--- src/rtl/cofre_pkg.sv ---
// Shared types and constants for the keypad lock controller.
package cofre_pkg;

  localparam int unsigned DIGITO_W = 4;
  localparam int unsigned SEG_W    = 7;

  typedef enum logic [2:0] {
    OCIOSO    = 3'd0,
    ENTRADA   = 3'd1,
    ABERTO    = 3'd2,
    PROGRAMA  = 3'd3,
    BLOQUEADO = 3'd4
  } estado_t;

  // Segment vectors ordered {A,B,C,D,E,F,G}
  localparam logic [SEG_W-1:0] SEG_BLANK = 7'b0000000;
  localparam logic [SEG_W-1:0] SEG_DASH  = 7'b0000001;

endpackage

--- src/rtl/decodificador_7seg.sv ---
// BCD to 7-segment decoder (active-high, {A..G}) with blank and dash overrides.
module decodificador_7seg
  import cofre_pkg::*;
(
  input  logic [DIGITO_W-1:0] digito,
  input  logic                apaga,
  input  logic                traco,
  output logic [SEG_W-1:0]    seg_c
);

  // Dash wins over blank; non-BCD codes decode to blank
  always_comb begin
    seg_c = SEG_BLANK;
    if (traco) begin
      seg_c = SEG_DASH;
    end else if (!apaga) begin
      case (digito)
        4'd0:    seg_c = 7'b1111110;
        4'd1:    seg_c = 7'b0110000;
        4'd2:    seg_c = 7'b1101101;
        4'd3:    seg_c = 7'b1111001;
        4'd4:    seg_c = 7'b0110011;
        4'd5:    seg_c = 7'b1011011;
        4'd6:    seg_c = 7'b1011111;
        4'd7:    seg_c = 7'b1110000;
        4'd8:    seg_c = 7'b1111111;
        4'd9:    seg_c = 7'b1111011;
        default: seg_c = SEG_BLANK;
      endcase
    end
  end

endmodule

--- src/rtl/controlador_cofre.sv ---
// Keypad lock controller: password check, attempt counting, timed lockout,
// password reprogramming and 7-segment display of the last digit.
module controlador_cofre
  import cofre_pkg::*;
#(
  parameter int unsigned N_DIGITOS       = 6,
  parameter int unsigned MAX_TENTATIVAS  = 3,
  parameter int unsigned CICLOS_BLOQUEIO = 100,
  parameter logic [4*N_DIGITOS-1:0] SENHA_PADRAO = 24'h590281
) (
  input  logic       clk,
  input  logic       reset,
  input  logic       insere,
  input  logic [4:1] numero,
  input  logic       modo,
  output logic       LED,
  output logic       bloqueado,
  output logic [1:0] tentativas,
  output logic       erro,
  output logic       A,
  output logic       B,
  output logic       C,
  output logic       D,
  output logic       E,
  output logic       F,
  output logic       G
);

  localparam int unsigned SENHA_W = DIGITO_W * N_DIGITOS;
  localparam int unsigned IDX_W   = (N_DIGITOS > 1) ? $clog2(N_DIGITOS + 1) : 1;
  localparam int unsigned TIMER_W = (CICLOS_BLOQUEIO > 1) ? $clog2(CICLOS_BLOQUEIO + 1) : 1;

  estado_t              estado, estado_n;
  logic                 insere_q;
  logic [IDX_W-1:0]     idx, idx_n;
  logic                 falha, falha_n;
  logic [1:0]           tent_n;
  logic [TIMER_W-1:0]   timer, timer_n;
  logic [SENHA_W-1:0]   senha, senha_n;
  logic [SENHA_W-1:0]   sombra, sombra_n;
  logic [DIGITO_W-1:0]  digito, digito_n;
  logic                 mostra, mostra_n;
  logic                 erro_n;
  logic                 falha_acc;
  logic [SENHA_W-1:0]   sombra_acc;
  logic [SEG_W-1:0]     seg, seg_c;

  logic                 aceita;
  logic                 valido;
  logic                 invalido;
  logic                 ultimo;
  logic [DIGITO_W-1:0]  digito_senha;

  assign aceita       = insere & ~insere_q;
  assign invalido     = aceita & (numero > 4'd9);
  assign valido       = aceita & ~(numero > 4'd9);
  assign ultimo       = (idx == IDX_W'(N_DIGITOS - 1));
  // Password digit idx, first digit held in the most significant nibble
  assign digito_senha = DIGITO_W'(senha >> (DIGITO_W * (N_DIGITOS - 1 - 32'(idx))));

  // State register
  always_ff @(posedge clk or negedge reset) begin
    if (!reset) estado <= OCIOSO;
    else        estado <= estado_n;
  end

  // Next-state and datapath update decisions
  always_comb begin
    estado_n   = estado;
    idx_n      = idx;
    falha_n    = falha;
    tent_n     = tentativas;
    timer_n    = timer;
    senha_n    = senha;
    sombra_n   = sombra;
    digito_n   = digito;
    mostra_n   = mostra;
    erro_n     = 1'b0;
    falha_acc  = 1'b0;
    sombra_acc = (sombra << DIGITO_W) | SENHA_W'(numero);

    if (estado == BLOQUEADO) begin
      // Strobes are ignored for the whole lockout, expiry cycle included
      if (timer == '0) begin
        estado_n = OCIOSO;
        tent_n   = 2'd0;
      end else begin
        timer_n = timer - TIMER_W'(1);
      end
    end else if (invalido) begin
      erro_n = 1'b1;
      if (estado == PROGRAMA) begin
        estado_n = OCIOSO;
        idx_n    = '0;
      end
    end else if (valido) begin
      digito_n = numero;
      mostra_n = 1'b1;
      case (estado)
        OCIOSO, ENTRADA: begin
          falha_acc = ((estado == ENTRADA) & falha) | (numero != digito_senha);
          if (ultimo) begin
            idx_n   = '0;
            falha_n = 1'b0;
            if (!falha_acc) begin
              estado_n = ABERTO;
              tent_n   = 2'd0;
            end else begin
              if (tentativas < 2'(MAX_TENTATIVAS)) tent_n = tentativas + 2'd1;
              if (tent_n >= 2'(MAX_TENTATIVAS)) begin
                estado_n = BLOQUEADO;
                timer_n  = TIMER_W'(CICLOS_BLOQUEIO - 1);
              end else begin
                estado_n = OCIOSO;
              end
            end
          end else begin
            estado_n = ENTRADA;
            idx_n    = idx + IDX_W'(1);
            falha_n  = falha_acc;
          end
        end
        ABERTO: begin
          estado_n = modo ? PROGRAMA : OCIOSO;
          idx_n    = '0;
          falha_n  = 1'b0;
          sombra_n = '0;
        end
        PROGRAMA: begin
          if (ultimo) begin
            senha_n  = sombra_acc;
            estado_n = OCIOSO;
            idx_n    = '0;
          end else begin
            sombra_n = sombra_acc;
            idx_n    = idx + IDX_W'(1);
          end
        end
        default: begin
          estado_n = OCIOSO;
          idx_n    = '0;
          falha_n  = 1'b0;
        end
      endcase
    end
  end

  // Display pattern for the upcoming cycle
  decodificador_7seg u_dec (
    .digito (digito_n),
    .apaga  (~mostra_n),
    .traco  (estado_n == BLOQUEADO),
    .seg_c  (seg_c)
  );

  // Datapath registers and registered Moore outputs
  always_ff @(posedge clk or negedge reset) begin
    if (!reset) begin
      insere_q   <= 1'b0;
      idx        <= '0;
      falha      <= 1'b0;
      tentativas <= 2'd0;
      timer      <= '0;
      senha      <= SENHA_PADRAO;
      sombra     <= '0;
      digito     <= '0;
      mostra     <= 1'b0;
      LED        <= 1'b0;
      bloqueado  <= 1'b0;
      erro       <= 1'b0;
      seg        <= SEG_BLANK;
    end else begin
      insere_q   <= insere;
      idx        <= idx_n;
      falha      <= falha_n;
      tentativas <= tent_n;
      timer      <= timer_n;
      senha      <= senha_n;
      sombra     <= sombra_n;
      digito     <= digito_n;
      mostra     <= mostra_n;
      LED        <= (estado_n == ABERTO) || (estado_n == PROGRAMA);
      bloqueado  <= (estado_n == BLOQUEADO);
      erro       <= erro_n;
      seg        <= seg_c;
    end
  end

  assign {A, B, C, D, E, F, G} = seg;

endmodule

--- config.mk ---
export PLATFORM = sky130hd
export DESIGN_NAME = controlador_cofre
export DESIGN_NICKNAME = d
export VERILOG_FILES = /design/src/rtl/cofre_pkg.sv /design/src/rtl/decodificador_7seg.sv /design/src/rtl/controlador_cofre.sv
export SDC_FILE = /design/constraint.sdc
export NUM_CORES = 1
export LEC_CHECK = 0
export CORE_ASPECT_RATIO = 1.75
export CORE_MARGIN = 4
export CORE_UTILIZATION = 55
export DETAILED_ROUTE_END_ITERATION = 12
export HOLD_SLACK_MARGIN = 0.06
export PLACE_DENSITY_LB_ADDON = 0.12
export SYNTH_ARGS = -nofsm -noshare
export SYNTH_HDL_FRONTEND = slang
export SYNTH_SLANG_ARGS = --single-unit
--- constraint.sdc ---
create_clock -name clk -period 8.48 [get_ports clk]
set_clock_uncertainty 0.15 [all_clocks]
set_input_delay 1.272 -clock clk [delete_from_list [all_inputs] [get_ports clk]]
set_output_delay 1.272 -clock clk [all_outputs]
set_load 0.03 [all_outputs]
# After elaboration in Yosys (flattened, before gate mapping)
# Memories as Yosys holds them, arrays and structs flattened.
# Index checks and enable logic that the tools add are counted.
# word_totals
reg_bits	76
mem_bits_ro	112
output_inout_bits	12
n_memories	1
# mem_list
name	words	width	read_ports	rd_ports_with_merged_regs	wr	line	rtl
(no name shown)	16	7	1	0	0	decodificador_7seg.sv:17	case (digito)
# op_classes
n_addsub	4
order_cmp	3
eq_ne	14
n_shift	1
n_mux	52
bitwise	11
reduce_logical	18
# ops
op	count
$mux 7	10
$mux 3	14
$pmux 20 s2	1
$shr 24x32->4	1
$mux 2	15
$or 24x4->24	1
$mux 20	1
$reduce_and 5->1	3
$reduce_bool 2->1	7
$eq 3x2->1 const B	4
$mux 4	3
$eq 3x3->1 const B	3
$pmux 3 s3	1
$logic_not 7->1	1
$reduce_and 7->1	1
$sub 7x1->7 const B	1
$mux 1	6
$ne 2x1->1 const B	3
$not 1->1	5
$and 1x1->1	4
$gt 4x4->1 const B	1
$ne 2x2->1 const B	2
$ne 4x4->1	1
$reduce_and 4->1	1
other kinds (13)	13

# Longest topological paths before layout
# Gate-level depths: netlist (run 1).
# depth
word_depth	20
mapped_depth	11
mapped_depth_nobuf	9

# Hierarchy
# A second synthesis (run 1) with hierarchy kept.
# hier_totals
cells_unflattened	335
area_unflattened_um2	3647.2
# modules_own_cells
mod	instances	cells_per_inst	area_per_inst_um2
controlador_cofre	1	306	3398.3
decodificador_7seg	1	29	249.0

# Worst setup path after synthesis (run 1)
# OpenSTA, ideal clock, no wires.
# synth_timing
path_kind	input-to-reg
start	in numero[3] in the netlist's numbering
end	reg seg[3]
setup_time_ns	0.086
arrival_ns	2.945
required_time_ns	8.244
slack_ns	5.299
stages	10
n_path_buf	1
path_cell_list	o21ai_1 nor3b_1 buf_6 mux2i_1 inv_1 ha_1 nand2b_1 a21oi_1 a31oi_1 nor3_1
# synth_rtl
item	line	rtl
from (decl)	controlador_cofre.sv:14	input logic [4:1] numero,
$gt 4x4->1 *	controlador_cofre.sv:55, controlador_cofre.sv:56	
$not 1->1	controlador_cofre.sv:56	assign valido = aceita & ~(numero > 4'd9);
$and 1x1->1	controlador_cofre.sv:56	
$mux 4	controlador_cofre.sv:96	end else if (valido) begin
$mux 4 *	controlador_cofre.sv:90	end else if (invalido) begin
$mux 4 *	controlador_cofre.sv:82	if (estado == BLOQUEADO) begin
net digito_n[0]	controlador_cofre.sv:41	logic [DIGITO_W-1:0] digito, digito_n;
$mem_v2 16x7 *	n/a	
$mux 7 *	decodificador_7seg.sv:16	end else if (!apaga) begin
$mux 7 *	decodificador_7seg.sv:14	if (traco) begin
net seg_c[3]	controlador_cofre.sv:46	logic [SEG_W-1:0] seg, seg_c;
to (signal assigned)	controlador_cofre.sv:185	seg <= seg_c;
to (decl)	controlador_cofre.sv:46	
# Mark *: on every way through the listed nets, which the timed path passes. The rest lies on a longest branch.
# A chain may end at the register's enable or synchronous reset.

# Worst setup path in the final report (run 1)
# layout_timing
start	in numero[3] in the netlist's numbering
end	reg seg[4]
# The elaborated chain is that of the path after synthesis.

==> flow_metrics.tcl, run 1 <==
set metrics [dict create \
    drt_wl_total_um 7450 \
    ys_types 58 \
    htree_levels 3 \
    synthArstFlopShare_pct 100 \
    drive_gt1_share_pct 18.6 \
    holdPathEnd "falha" \
    syn_inst 360 \
    setup_viol 0 \
    setup_slack_ns 4.27 \
    cp_max_fo 11 \
    endpoint_kind "flip-flop" \
    hold_class "reg2reg" \
    multiInputGateArea_sq_um 1760 \
    outcome "finished clean" \
    post_cts_buffers 0 \
    synth_fp_nets 378 \
    antenna_found_initial 0 \
    n_antenna_cell 0 \
    viasPerCell 5.64 \
    vias 2621 \
    period_share_pct 49.7 \
    syn_avg_cell_area_sq_um 10.6 \
    crit_arrival_ns 4.33 \
    cts_resized 0 \
    cts-root-buf "clkbuf_16" \
    maxSlewViolCount 0 \
    dr.pass1.iters 4 \
    grt_max_degree 77 \
    p_leak_uw 0.00195 \
    r2r_setup_slack_ns 5.20 \
    cts_tree "yes" \
    clock_sinks 76 \
    final_common_cell "dfrtp_1" \
    post-dp-hpwl_um 5120 \
    drtIter0Drc 169 \
    drc 0 \
    hold_start "falha" \
    ys.flop_type "dfrtp_1" \
    wire_per_inst_um 16.0 \
    postCtsHoldBufs 0 \
    clockBufferDepth 2 \
    boundaryPins 20 \
    seqCellArea_sq_um 1910 \
    clk-insertion-delay-late_ns 0.34 \
    fin_hold_ws_ns 0.334 \
    grt_pass1_vias 2756 \
    r2r_cells 9 \
    place_ws_ns 3.94 \
    max_stage_delay_ns 0.63 \
    ys_seq_area_share_pct 50.0 \
    synth_edf_count 0 \
    cp_top_family "buffers and inverters" \
    max_slew_margin_pct 24.2 \
    worstSetupPathType "in2reg" \
    final_cell_mix "dfrtp_1, nand2_1, o21ai_0" \
    areaGrowthSynthToFinish_pct 14.6 \
    power.density_nw_per_um2 281 \
    r2r-end "timer[1]" \
    period_minus_slack_ns 4.21 \
    setup_tns_ns 0 \
    core-area_sq_um 6810 \
    worstPathBufferInverterCount 3 \
    crit_required_ns 8.59 \
    yosysWarnings 0 \
    ys_ff_latch 76 \
    initial_core_util_pct 56.2 \
    hold_violations 0 \
    route.antenna.remaining_nets 0 \
    vdd_drop_max_v 0.000166 \
    fp.dieArea_sq_um 8410 \
    grt-ovfl-total 0 \
    path_clk_slew_ns 0.05 \
    crit_chain "clkdlybuf4s50_1, o21ai_1, nor3b_1, buf_4, mux2i_1, inv_1, ha_1, a21oi_1, o21ai_0, nor2_1" \
    track_usage_pct 20.0 \
    die_h_um 118 \
    gp_congestion 0.824 \
    fp-row-count 40 \
    r2r_start "idx[1]" \
    timing.fmax_mhz 237 \
    cap_violations 0 \
    cts_buffers 9 \
    mappedNetlistArea_sq_um 3820 \
    min_delay_path_depth 1 \
    fill_cells 572 \
    die_w_um 71.0 \
    worst_pin_slew_ns 1.13 \
    rsz0062_at_grt "no" \
    nets 394 \
    cp_slowest_cell "o21ai_1" \
    port_buffers 19 \
    cp-start-kind "input port" \
    grt_pass1_wl_um 12900 \
]
==> synthesized netlist by cell type, types with 2 or more instances <==
cell,count,share of area [%]
o22ai_1,3,0.49
a21o_1,2,0.39
o21ai_0,33,4.3
o211ai_1,2,0.39
nand3_1,4,0.52
nor3_1,4,0.52
inv_1,14,1.4
a31oi_1,2,0.33
o2bb2ai_1,2,0.46
nor3b_1,2,0.39
nand2_1,60,5.9
nor2_1,24,2.4
nor4_1,2,0.33
nor4_2,2,0.65
dfstp_2,7,4.8
clkbuf_1,7,0.69
dfrtp_1,69,45
mux2i_1,20,5.2
or3_1,4,0.65
mux2_2,25,7.4
a211oi_2,4,1.3
nor3_2,2,0.52
o31a_2,3,0.79
nand2b_1,4,0.65
buf_2,3,0.39
a21oi_1,7,0.92
buf_6,4,1.2
nor2b_1,3,0.49
o21a_1,3,0.59
ha_1,10,3.3
or2b_1,2,0.39
==> metrics by stage <==
stage | std cells | utilization, % | total power (uW) | cell area [sq um]
floorplan | 360 | - | 702 | 3820
global placement | 449 | 59.2 | 793 | 4030
detailed placement | 449 | 59.2 | 797 | 4030
CTS | 465 | 64.4 | 1240 | 4380
global route | 465 | 64.4 | 1300 | 4380
finish | 465 | 64.4 | 1230 | 4380
==> per-layer routing <==
layer	track usage, %	part of all wire, %	vias up
met5	0	0	-
met4	11.1	2.9	0
met3	5.45	2.7	19
met2	34.0	54	38
met1	22.0	40	1274
li1	-	-	1290
==> worst reg2reg max path, delay by kind of cell (launching register included) <==
kind / cells / cell delay [ns]
AND/OR/NAND/NOR: 2 / 0.50
flip-flops: 1 / 0.41
AO/OA/AOI/OAI: 4 / 1.10
buffers and inverters: 1 / 0.08
adder cells (fa/ha/maj): 1 / 0.61
multiplexers: 1 / 0.31
==> worst max-delay path by stage <==
stage | start | end | slack [ns] | cells after the start
finish | numero[3] | seg[4] | 4.27 | 10
global route | numero[3] | seg[1] | 3.89 | 10
CTS | numero[3] | seg[4] | 4.27 | 10
detailed placement | numero[3] | seg[4] | 3.94 | 10
global placement | numero[3] | seg[3] | 4.00 | 11
floorplan | numero[3] | seg[3] | 5.30 | 10
==> registers in the layout (all words and copies together), names as in the netlist <==
register and count:
estado 3, insere_q 1, timer 7, tentativas 2, falha 1, senha 24, idx 3, mostra 1
LED 1, seg 7, erro 1, bloqueado 1, digito 4, sombra 20
==> logic make-up (layout without fill, tap and decap cells) <==
group,count (synthesis),count (layout),synth area share [%]
xor+xnor,1,1,0.229
simple gates,123,123,16.0
mux,45,45,12.6
buf+inv,30,51,4.19
compound gates,75,75,13.8
flops,76,76,50.0
fa+ha+maj,10,10,3.27
==> area by class of cell <==
cell class | count | area share (%)
repair buffers | 21 | 4.62
flip-flops and latches | 76 | 43.6
clock inverters | 4 | 2.17
inverters | 14 | 1.20
multi-input cells | 254 | 40.2
clock buffers | 12 | 5.85
well taps | 84 | 2.40
==> where the power goes <==
part | internal [uW] | switching [uW]
clock network | 303 | 139
registers | 415 | 54.7
logic | 135 | 185
Note: power is estimated with default switching activity, not from simulation.
==> run 2: changes to the inputs <==
- clock period: 8.48 -> 4.11 ns (I/O delays scaled with it)
==> run 2 against run 1 <==
Against the previous run:
- via count increased by 1.9%
- final cell count increased by 0.86%
- die area unchanged
- highest routed layer unchanged
- setup slack got worse by 3.5 ns
- first-iteration DRC count decreased by 42%
- combinational power increased by 120%
- core utilization decreased by 0.81 points
- clock power increased by 61%
==> flow_metrics.tcl, run 2 (synthesis gave the netlist of run 1 again) <==
set metrics [dict create \
    outcome "finished clean" \
    hold_violations 0 \
    areaGrowthSynthToFinish_pct 13.2 \
    setup_viol 0 \
    final_cell_mix "dfrtp_1, nand2_1, o21ai_0" \
    wl_met1_um 3080 \
    route.antenna.remaining_nets 0 \
    timing.fmax_mhz 302 \
    core-area_sq_um 6810 \
    maxSlewViolCount 0 \
    r2r_start "idx[1]" \
    largest_register "senha" \
    max_slew_margin_pct 36.4 \
    drt_wl_total_um 7680 \
    htree_levels 3 \
    clock_sinks 76 \
    endpoint_kind "flip-flop" \
    crit_path_start "idx[1]" \
    clk-insertion-delay-late_ns 0.34 \
    die_h_um 118 \
    cap_violations 0 \
    period_share_pct 80.7 \
    postCtsHoldBufs 0 \
    p_leak_uw 0.00192 \
    path_clk_slew_ns 0.06 \
    cts_tree "yes" \
    fill_cells 598 \
    period_minus_slack_ns 3.32 \
    top_layer "met4" \
    hold_class "in2async" \
    multiInputGateArea_sq_um 1760 \
    post-dp-hpwl_um 5380 \
    cts-root-buf "clkbuf_16" \
    cts_resized 0 \
    track_usage_pct 20.5 \
    r2r-end "seg[2]" \
    largest_register_ffs 24 \
    cp_max_fo 15 \
    wl_met2_um 4260 \
    rsz0062_at_grt "no" \
    gp_congestion 0.836 \
    post-place-cells 453 \
    wl_met3_um 99 \
    crit_end "seg[2]" \
    grt_pass1_vias 2829 \
    boundaryPins 20 \
    fp.dieArea_sq_um 8410 \
    wire_per_inst_um 16.4 \
    die_w_um 71.0 \
    grt_pass1_wl_um 13500 \
    cp-start-kind "flip-flop" \
    fin_hold_ws_ns 0.280 \
    vdd_drop_max_v 0.000385 \
    nets 398 \
    n_antenna_cell 0 \
    crit_required_ns 4.21 \
    finalPower_uw 2360 \
    power.density_nw_per_um2 545 \
    clockBufferDepth 2 \
    r2r_cells 9 \
    antenna_found_initial 0 \
    crit_arrival_ns 3.41 \
    fin_cells 469 \
    post_cts_buffers 0 \
    worstSetupPathType "reg2reg" \
    initial_core_util_pct 56.2 \
    worst_pin_slew_ns 0.955 \
    drc 0 \
    final_common_cell "dfrtp_1" \
    viasPerCell 5.70 \
    port_buffers 19 \
    reg_top3 "senha (24), sombra (20)" \
    fp-row-count 40 \
    drtIter0Drc 98 \
    seqCellArea_sq_um 1910 \
    drive_gt1_share_pct 18.7 \
    setup_tns_ns 0 \
    fin_util_pct 63.6 \
    r2r_setup_slack_ns 0.79 \
    grt_max_degree 77 \
    dr.pass1.iters 4 \
    vias 2672 \
    grt-ovfl-total 0 \
    cts_buffers 9 \
]
## run 2: changes by cell type in the layout (fill, tap and decap cells not counted), sizes merged
cell,delta
clkbuf,+2
buf,+4
clkinvlp,+1
bufinv,-3
## run 2: final cells by class
class	count	area share (%)
Clock buffer	14	5.87
Clock inverter	2	0.289
Inverter	14	1.21
Multi-Input combinational cell	254	40.7
Sequential cell	76	44.1
Tap cell	84	2.43
Timing Repair Buffer	25	5.38
## run 2: worst max-delay path, cell delays in order, from the launching register on
cell and delay, ns:
dfrtp_1 0.42, inv_1 0.08, ha_1 0.64, mux2i_1 0.30, nor2_1 0.09, nor4_1 0.42
o22ai_4 0.17, o211ai_4 0.45, a21oi_2 0.24, nor3_1 0.26
## run 2: worst min path at each step
stage	startpoint	to	depth (start not counted)
floorplan	reset	LED	0
global placement	falha	falha	1
detailed placement	falha	falha	1
CTS	reset	idx[0]	1
global route	sombra[16]	sombra[16]	2
finish	reset	senha[13]	1
## run 2: layer usage
layer  track usage, %  vias to the layer above
met4             12.5                        0
met3             2.55                       13
li1                 -                     1307
met2             35.4                       20
met1             23.5                     1332
met5                0                        -
## run 2: where the power goes
group / switching [uW] / total [uW] / internal [uW]
logic: 416 / 701 / 285
clock network: 284 / 708 / 424
registers: 91.2 / 948 / 857
## run 2: per-stage QoR
step	worst slack [ns]	cell area (sq um)
floorplan	1.41	3820
global placement	0.679	4060
detailed placement	0.621	4060
CTS	0.755	4330
global route	0.561	4330
finish	0.794	4330
